## config.mk

```make
export PLATFORM = sky130hd
export DESIGN_NAME = axis_frame_tx
export DESIGN_NICKNAME = d
export VERILOG_FILES = /design/src/rtl/axis_frame_tx.sv
export SDC_FILE = /design/constraint.sdc
export NUM_CORES = 1
export LEC_CHECK = 0
export BUFFER_PORTS_ARGS = -buffer_cell sky130_fd_sc_hd__buf_2
export CORE_ASPECT_RATIO = 1.5
export CORE_UTILIZATION = 53
export DETAILED_ROUTE_END_ITERATION = 8
export MAX_ROUTING_LAYER = met4
export PLACE_DENSITY = 0.76
export REMOVE_ABC_BUFFERS = 1
export SLEW_MARGIN = 25
export SYNTH_ARGS = -nofsm -noshare
export SYNTH_HDL_FRONTEND = slang
export SYNTH_SLANG_ARGS = --single-unit
export TNS_END_PERCENT = 1
```

## constraint.sdc

```tcl
create_clock -name clk -period 3.08 [get_ports clk]
set_input_delay 0.616 -clock clk [delete_from_list [all_inputs] [get_ports clk]]
set_output_delay 0.616 -clock clk [all_outputs]
set_load 0.1 [all_outputs]
```

## src/rtl/axis_frame_tx.sv

```systemverilog
// Generates counting-pattern AXI-Stream frames from length/dest/user descriptors.
// Latency: first beat valid 1 cycle after descriptor accept, then 1 beat/cycle.
// Backpressure: outputs hold while tvalid && !tready; descriptors wait while a frame is in flight.
module axis_frame_tx #(
  parameter int DATA_WIDTH = 8,
  parameter int KEEP_WIDTH = DATA_WIDTH / 8,
  parameter int LEN_WIDTH  = 16,
  parameter int DEST_WIDTH = 8,
  parameter int USER_WIDTH = 1
) (
  input  logic                  clk,
  input  logic                  rst,
  input  logic [LEN_WIDTH-1:0]  s_desc_len,
  input  logic [DEST_WIDTH-1:0] s_desc_dest,
  input  logic [USER_WIDTH-1:0] s_desc_user,
  input  logic                  s_desc_valid,
  output logic                  s_desc_ready,
  output logic [DATA_WIDTH-1:0] m_axis_tdata,
  output logic [KEEP_WIDTH-1:0] m_axis_tkeep,
  output logic                  m_axis_tvalid,
  output logic                  m_axis_tlast,
  output logic [DEST_WIDTH-1:0] m_axis_tdest,
  output logic [USER_WIDTH-1:0] m_axis_tuser,
  input  logic                  m_axis_tready,
  output logic                  status_busy,
  output logic                  status_frame_done,
  output logic                  status_len_error
);

  localparam int CW = LEN_WIDTH + 1;
  localparam int PW = LEN_WIDTH + 2;

  typedef enum logic {IDLE, SEND} state_t;
  state_t state, state_nxt;

  logic [LEN_WIDTH-1:0] len_q;
  logic [CW-1:0]        beat_total_q;
  logic [CW-1:0]        beat_idx_q;
  logic [CW-1:0]        off_q;
  logic [7:0]           frame_cnt;

  logic                  desc_acc, desc_start, beat_acc, last_acc, load;
  logic [CW-1:0]         desc_total;
  logic [LEN_WIDTH-1:0]  beat_len;
  logic [CW-1:0]         beat_off;
  logic [PW-1:0]         lane_pos;
  logic [DATA_WIDTH-1:0] beat_data;
  logic [KEEP_WIDTH-1:0] beat_keep;
  logic                  beat_last;

  assign s_desc_ready = (state == IDLE) && !rst;
  assign status_busy  = (state == SEND);
  assign desc_acc     = s_desc_valid && s_desc_ready;
  assign desc_start   = desc_acc && (s_desc_len != '0);
  assign beat_acc     = m_axis_tvalid && m_axis_tready;
  assign last_acc     = beat_acc && m_axis_tlast;
  assign load         = desc_start || (beat_acc && !m_axis_tlast);
  assign desc_total   = (CW'(s_desc_len) + CW'(KEEP_WIDTH - 1)) / CW'(KEEP_WIDTH);

  // Next beat to present: beat 0 of the incoming descriptor, or the successor of the current beat.
  always_comb begin
    beat_len  = (state == IDLE) ? s_desc_len : len_q;
    beat_off  = (state == IDLE) ? '0 : off_q + CW'(KEEP_WIDTH);
    beat_last = (state == IDLE) ? (desc_total == CW'(1))
                                : (beat_idx_q + CW'(2) == beat_total_q);
    beat_data = '0;
    beat_keep = '0;
    lane_pos  = '0;
    for (int k = 0; k < KEEP_WIDTH; k++) begin
      lane_pos = {1'b0, beat_off} + PW'(k);
      if (lane_pos < {2'b00, beat_len}) begin
        beat_keep[k]        = 1'b1;
        beat_data[8*k +: 8] = frame_cnt + lane_pos[7:0];
      end
    end
  end

  always_comb begin
    state_nxt = state;
    case (state)
      IDLE:    if (desc_start) state_nxt = SEND;
      SEND:    if (last_acc)   state_nxt = IDLE;
      default: state_nxt = IDLE;
    endcase
  end

  always_ff @(posedge clk) begin
    if (rst) state <= IDLE;
    else     state <= state_nxt;
  end

  always_ff @(posedge clk) begin
    if (rst) begin
      m_axis_tvalid     <= 1'b0;
      m_axis_tlast      <= 1'b0;
      status_frame_done <= 1'b0;
      status_len_error  <= 1'b0;
      frame_cnt         <= 8'd0;
    end else begin
      status_frame_done <= last_acc;
      status_len_error  <= desc_acc && (s_desc_len == '0);
      if (desc_start) begin
        m_axis_tvalid <= 1'b1;
        m_axis_tlast  <= beat_last;
      end else if (last_acc) begin
        m_axis_tvalid <= 1'b0;
        m_axis_tlast  <= 1'b0;
        frame_cnt     <= frame_cnt + 8'd1;
      end else if (beat_acc) begin
        m_axis_tlast  <= beat_last;
      end
    end
  end

  // Payload registers are not reset; every load rewrites unused lanes with zero.
  always_ff @(posedge clk) begin
    if (load) begin
      m_axis_tdata <= beat_data;
      m_axis_tkeep <= beat_keep;
      off_q        <= beat_off;
    end
    if (desc_start) begin
      len_q        <= s_desc_len;
      m_axis_tdest <= s_desc_dest;
      m_axis_tuser <= s_desc_user;
      beat_total_q <= desc_total;
      beat_idx_q   <= '0;
    end else if (beat_acc && !m_axis_tlast) begin
      beat_idx_q   <= beat_idx_q + CW'(1);
    end
  end

endmodule

```

==> results of run 1 <==
[repair_timing]
item | CTS | global route
endpoints found under the setup margin | 0 | 9
resized for setup | 0 | 9
setup buffers | 0 | 7
[worst max path at each step]
stage           startpoint  slack, ns         endpoint  cells after the start
6_report          off_q[4]       0.24  m_axis_tdata[3]                     12
5_1_grt           off_q[0]       0.03  m_axis_tdata[6]                     14
4_1_cts           off_q[3]       0.12  m_axis_tdata[3]                     12
3_5_place_dp      off_q[3]       0.13  m_axis_tdata[3]                     12
3_3_place_gp      off_q[3]       0.27  m_axis_tdata[1]                     12
2_1_floorplan  status_busy      -1.88     m_axis_tlast                      6
[layout make-up]
cell class,count,area (sq um),share of cell area
Timing Repair Buffer,67,370,0.0699
Inverter,4,15.0,0.00283
Sequential cell,81,2130,0.402
Clock inverter,4,23.8,0.00449
Tap cell,107,134,0.0253
Clock buffer,12,268,0.0505
Multi-Input combinational cell,328,2360,0.445
[per-stage QoR]
step	util	std cells	cell area (sq um)	hold WS [ns]	power (mW)
finish	0.634	603	5300	0.449	2.65
global route	0.634	603	5300	0.433	2.75
CTS	0.623	595	5210	0.436	2.66
detailed placement	0.588	579	4920	0.511	1.62
global placement	0.588	579	4920	0.493	1.61
floorplan	-	413	4470	0.470	1.52
[sequential cells by signal, summed over array words and instances, names as in the netlist]
register and count:
m_axis_tvalid 1, status_len_error 1, len_q 16, off_q 17, m_axis_tlast 1, status_frame_done 1
m_axis_tdest 8, frame_cnt 8, m_axis_tkeep 1, m_axis_tuser 1, beat_idx_q 17, m_axis_tdata 8
status_busy 1
[power by group]
part | internal (mW) | total [mW] | switching (mW) | leakage [nW]
logic | 0.111 | 0.367 | 0.256 | 1.22
registers | 1.21 | 1.24 | 0.0350 | 0.727
clock network | 0.615 | 1.04 | 0.422 | 0.146
[synthesized netlist by cell type, types with 6 or more instances]
cell / n
nor2b_1: 6
xnor2_1: 38
mux2i_1: 15
nor3_1: 9
o21ai_0: 9
a21o_1: 9
dfxtp_1: 30
buf_2: 8
xor2_1: 24
nor2_1: 47
nand3_1: 21
a21oi_1: 19
edfxtp_1: 51
nand4_1: 14
ha_1: 26
and3_1: 11
nand2_1: 21
and2_1: 13
[logic make-up after synthesis]
| group | after synthesis |
|---|---|
| AND/OR/NAND/NOR | 166 |
| flip-flops | 81 |
| XOR/XNOR | 62 |
| AO/OA/AOI/OAI | 56 |
| adder cells (fa/ha/maj) | 27 |
| buffers and inverters | 19 |
| multiplexers | 17 |
[layer usage]
layer / GRT usage / share of wire
met1: 0.281 / 0.42
met2: 0.413 / 0.52
met3: 0.0563 / 0.039
met4: 0.0931 / 0.024
met5: - / 0
==> impl_metrics.yaml, run 1 <==
global_routing:
  grt_use_total: 0.244
  grt.overflow.total: 0
  antenna_found_initial: 0
  grt_pass1_vias: 3316
  grt_max_degree: 27
  grt_pass1_wl_mm: 16.1
logic_synthesis:
  netlist_instances: 428
  netlist_top_cells_area: "edfxtp_1 (34%), dfxtp_1 (13%), xnor2_1 (7.3%)"
  synth_fa_ha_area_frac: 0.0761
  yosysSeqAreaShare: 0.470
  synth-async-reset-ratio: 0
  synth-compound-area-share: 0.0841
  yosys_most_used_dff: "edfxtp_1"
  yosys.area.top_type_share: 0.338
  synth_edf_count: 51
  ys.warnings.count: 0
  syn_avg_cell_area_sq_um: 10.6
  ys_ff_latch: 81
  yosys.area_share.simple: 0.194
  netlist_area_sq_um: 4540
  yosys.area.top_type: "edfxtp_1"
  synth_top_family_by_area: "simple AND/OR/NAND/NOR gates"
  synth.distinct_cells: 51
  synth_xor_area_frac: 0.120
  synth.mux.area_fraction: 0.0381
worst_setup_path:
  rr_endpoint: "m_axis_tdata[3]"
  slowest_delay_ns: 0.41
  r2r_cells: 12
  worst_path_dominant_cell_family: "simple AND/OR/NAND/NOR gates"
  cp_slowest_cell: "edfxtp_1"
  worstPathCellList: "and3_1 -> and2_1 -> nand4_1 -> or3_4 -> a21oi_4 -> ha_1 -> a21o_1 -> a21oi_2 -> o211ai_1 -> a21oi_2 -> buf_4 -> and2_1"
  endpoint_kind: "flop"
  timing.rr.start: "off_q[4]"
  crit_arrival_ns: 3.05
  crit_type: "reg -> reg"
  critPathLaunchType: "flop"
  worst-path-buf-inv: 1
  cp.required_ns: 3.29
  cp_max_fo: 5
  r2r_setup_slack_ns: 0.24
min_path:
  whs_endpoint: "m_axis_tdest[7]"
  hold_start: "s_desc_dest[7]"
  hold_depth: 1
  min_path_type: "in -> reg"
floorplanning:
  die-area_sq_um: 8940
  die_w_um: 77.5
  start_util: 0.543
  num_rows: 41
  ios: 53
  core_region_area_sq_um: 8360
  fp.dieH_um: 115
place:
  port_buffers: 52
  hpwl_mm: 7.41
  dpl_worst_slack_ns: 0.132
  gp_congestion: 0.885
sta:
  min_period_ns: 2.84
  slew_headroom: 0.671
  setup_violations: 0
  report.final.slew_viol_count: 0
  worst_slack_ns: 0.240
  finalHoldViolCount: 0
  fin_crit_sh: 0.922
  max_freq_mhz: 352
  tightest_slew_ns: 0.489
  fin_setup_tns_ns: 0
  rsz0062_at_grt: "no"
  finalClockSkew_ns: 0.00594
power:
  peakVddDrop_mv: 0.403
  powerDensity_nw_per_um2: 499
  power_leakage_nw: 2.10
cells_and_area:
  layout_commonest_cell: "buf_2"
  drive_gt1_frac: 0.200
  areaGrowthSynthToFinish_pct: 16.8
  mostFrequentLayoutCells: "buf_2 (53), edfxtp_1 (51), nor2_1 (46)"
  nFillCells: 664
  nNetsFinal: 547
  antenna_cells: 0
run_status:
  status: "finished clean"
clocking:
  cts_tree: "built"
  clock_sinks: 81
  cts_hold_buf: 0
  clkTransAtPathRegs_ns: 0.06
  h-tree-depth: 3
  clock_path_buffers: 2
  insertion_delay_ns: 0.34
  numCtsBuffers: 9
  root_buffer: "clkbuf_16"
detailed_routing:
  drcViolationCount: 0
  ant_nets: 0
  first_iter_violations: 288
  drt-total-wl_mm: 9.85
  viasPerCell: 5.70
  firstDrtPassIters: 4
  wl_per_cell_um: 16.3
  vias: 3440
flow_run:
  maxCapViolCount: 0
(Power assumes the default switching activity.)
==> run 2, diff against run 1 <==
- ABC_AREA: unset -> 1
==> run 2 against run 1 <==
Net effect:
- die area grew 3.3%
- critical path depth increased by 9
- global-route usage is 0.50 points higher
- setup slack better by 0.020 ns
- sequential cell count unchanged
- total power fell by 1.3%
- sequential share of layout area is 1.4 points lower
- area after synthesis grew 3.3%
- critical path type unchanged
- clock-buffer cell count fell by 3
- sequential power barely moved
- largest cell class unchanged
- core utilization increased by 1.1 points
- via count up 14%
==> impl_metrics.yaml, run 2 <==
logic_synthesis:
  synth.distinct_cells: 39
  yosysMostFrequentCell: "nand2_1"
  ys.warnings.count: 0
  netlist_instances: 562
  synth_commonest_cells: "nand2_1 (114), inv_1 (82), nor2_1 (54)"
  netlist_area_sq_um: 4690
  netlist_top_cells_area: "edfxtp_1 (33%), dfxtp_1 (13%), nand2_1 (9.1%)"
  synth-async-reset-ratio: 0
  yosysSeqAreaShare: 0.455
  yosys_most_used_dff: "edfxtp_1"
  syn_avg_cell_area_sq_um: 8.34
  synth_edf_count: 51
  yosys.area.top_type: "edfxtp_1"
  yosys.area.top_type_share: 0.327
  ys_ff_latch: 81
cells_and_area:
  final_cells: 741
  final_core_util: 0.644
  areaGrowthSynthToFinish_pct: 17.1
  drive_gt1_frac: 0.200
  mostFrequentLayoutCells: "nand2_1 (109), inv_1 (81), buf_2 (52)"
  antenna_cells: 0
  nNetsFinal: 685
  layout_commonest_cell: "nand2_1"
  reg.largest.list: "beat_idx_q: 17 flops, off_q: 17 flops, len_q: 16 flops"
  nFillCells: 730
global_routing:
  antenna_found_initial: 0
  grt_max_degree: 28
  grt_use_total: 0.249
  grt_pass1_wl_mm: 16.9
  grt.overflow.total: 0
  grt_pass1_vias: 3858
min_path:
  min_path_type: "in -> reg"
detailed_routing:
  wl_per_cell_um: 14.3
  drt-total-wl_mm: 10.6
  drcViolationCount: 0
  first_iter_violations: 188
  firstDrtPassIters: 5
  viasPerCell: 5.27
  ant_nets: 0
  vias: 3905
clocking:
  clock_sinks: 81
  insertion_delay_ns: 0.34
  h-tree-depth: 3
  clkTransAtPathRegs_ns: 0.06
  cts_tree: "built"
  clock_path_buffers: 2
  numCtsBuffers: 9
  root_buffer: "clkbuf_16"
floorplanning:
  ios: 53
  fp.dieH_um: 117
  die-area_sq_um: 9230
  start_util: 0.551
  core_region_area_sq_um: 8520
  num_rows: 41
  die_w_um: 78.8
worst_setup_path:
  endpoint_kind: "flop"
  cp_max_fo: 5
  crit_arrival_ns: 3.02
  crit_type: "reg -> reg"
  critPathLaunchType: "flop"
  r2r_setup_slack_ns: 0.26
  cp.required_ns: 3.28
power:
  power_leakage_nw: 2.39
  peakVddDrop_mv: 0.366
  powerDensity_nw_per_um2: 476
  total_power_mw: 2.61
sta:
  fin_setup_tns_ns: 0
  finalClockSkew_ns: 0.00654
  setup_violations: 0
  fin_crit_sh: 0.916
  report.final.slew_viol_count: 0
  tightest_slew_ns: 0.550
  finalHoldViolCount: 0
  min_period_ns: 2.82
  max_freq_mhz: 355
  rsz0062_at_grt: "no"
  hold_ws_ns: 0.447
  slew_headroom: 0.633
place:
  hpwl_mm: 8.17
  gp_congestion: 0.894
  dp_cells: 723
  port_buffers: 52
flow_run:
  maxCapViolCount: 0
run_status:
  status: "finished clean"
==> run 2: changes by cell type in the layout (fill, tap and decap cells not counted), sizes merged, moves of 7 or more <==
cell,delta
mux2i,-8
nor2,+16
nand2,+101
nor3,+7
a21o,-8
and2,-13
inv,+80
and3,-11
a21oi,+16
nand4,-9
xnor2,-31
xor2,-8
nand3,+14
o21ai,+25
==> run 2: path summary, 6_finish.rpt <==
path,startpoint,to,depth (start not counted)
max,off_q[0],m_axis_tdata[3],21
min,s_desc_dest[7],m_axis_tdest[7],1
max reg2reg,off_q[0],m_axis_tdata[3],21
min reg2reg,m_axis_tvalid,m_axis_tvalid,2
==> run 2: where the power goes <==
part           internal, mW  switching (mW)
Combinational         0.103           0.278
Clock                 0.544           0.443
Sequential             1.21          0.0333
Total                  1.86           0.755
==> run 2: logic make-up (layout without fill, tap and decap cells) <==
kind of cell / Yosys count / after routing / synth area share
AND/OR/NAND/NOR: 250 / 251 / 0.244
buffers and inverters: 92 / 163 / 0.0742
flip-flops: 81 / 81 / 0.455
AO/OA/AOI/OAI: 82 / 82 / 0.0958
multiplexers: 7 / 7 / 0.0149
adder cells (fa/ha/maj): 27 / 27 / 0.0737
XOR/XNOR: 23 / 23 / 0.0430
==> run 2: area by class of cell <==
class / instances / area, sq um / share of cell area
well taps: 107 / 134 / 0.0244
inverters: 86 / 323 / 0.0588
flip-flops and latches: 81 / 2130 / 0.389
multi-input cells: 390 / 2300 / 0.419
repair buffers: 61 / 328 / 0.0597
clock buffers: 9 / 225 / 0.0410
clock inverters: 7 / 47.5 / 0.00866
==> run 2: per-layer routing <==
layer	vias up	share of wire	GRT usage
li1	2001	-	-
met1	1787	0.39	0.249
met2	94	0.54	0.454
met3	23	0.034	0.0279
met4	0	0.034	0.165
met5	-	0	-
==> run 2: critical path: stages, from the launching register on <==
cell	delay, ns
edfxtp_1	0.39
ha_2	0.20
nand2_1	0.06
inv_2	0.06
nand2_2	0.07
nor2_4	0.15
nand2_4	0.09
nor2_4	0.11
nand2_2	0.07
nor2_2	0.10
o21ai_0	0.08
a21oi_1	0.17
ha_1	0.29
nand2_2	0.08
nor2_1	0.05
a211oi_2	0.13
nand2_1	0.07
nand2_1	0.05
nand2_1	0.07
nand2_2	0.11
nand3_4	0.13
nor2_2	0.14
==> run 2: what timing repair did <==
item / 4_1_cts / 5_1_grt
resized for setup: 0 / 24
buffers inserted: 0 / 1
setup endpoints to repair: 0 / 9
hold buffers: 0 / 0
==> run 2: through the flow <==
stage | setup WS, ns | area, sq um
2_1_floorplan | -1.29 | 4660
3_3_place_gp | 0.263 | 5120
3_5_place_dp | 0.0805 | 5120
4_1_cts | 0.0606 | 5390
5_1_grt | 0.00889 | 5490
6_report | 0.260 | 5490
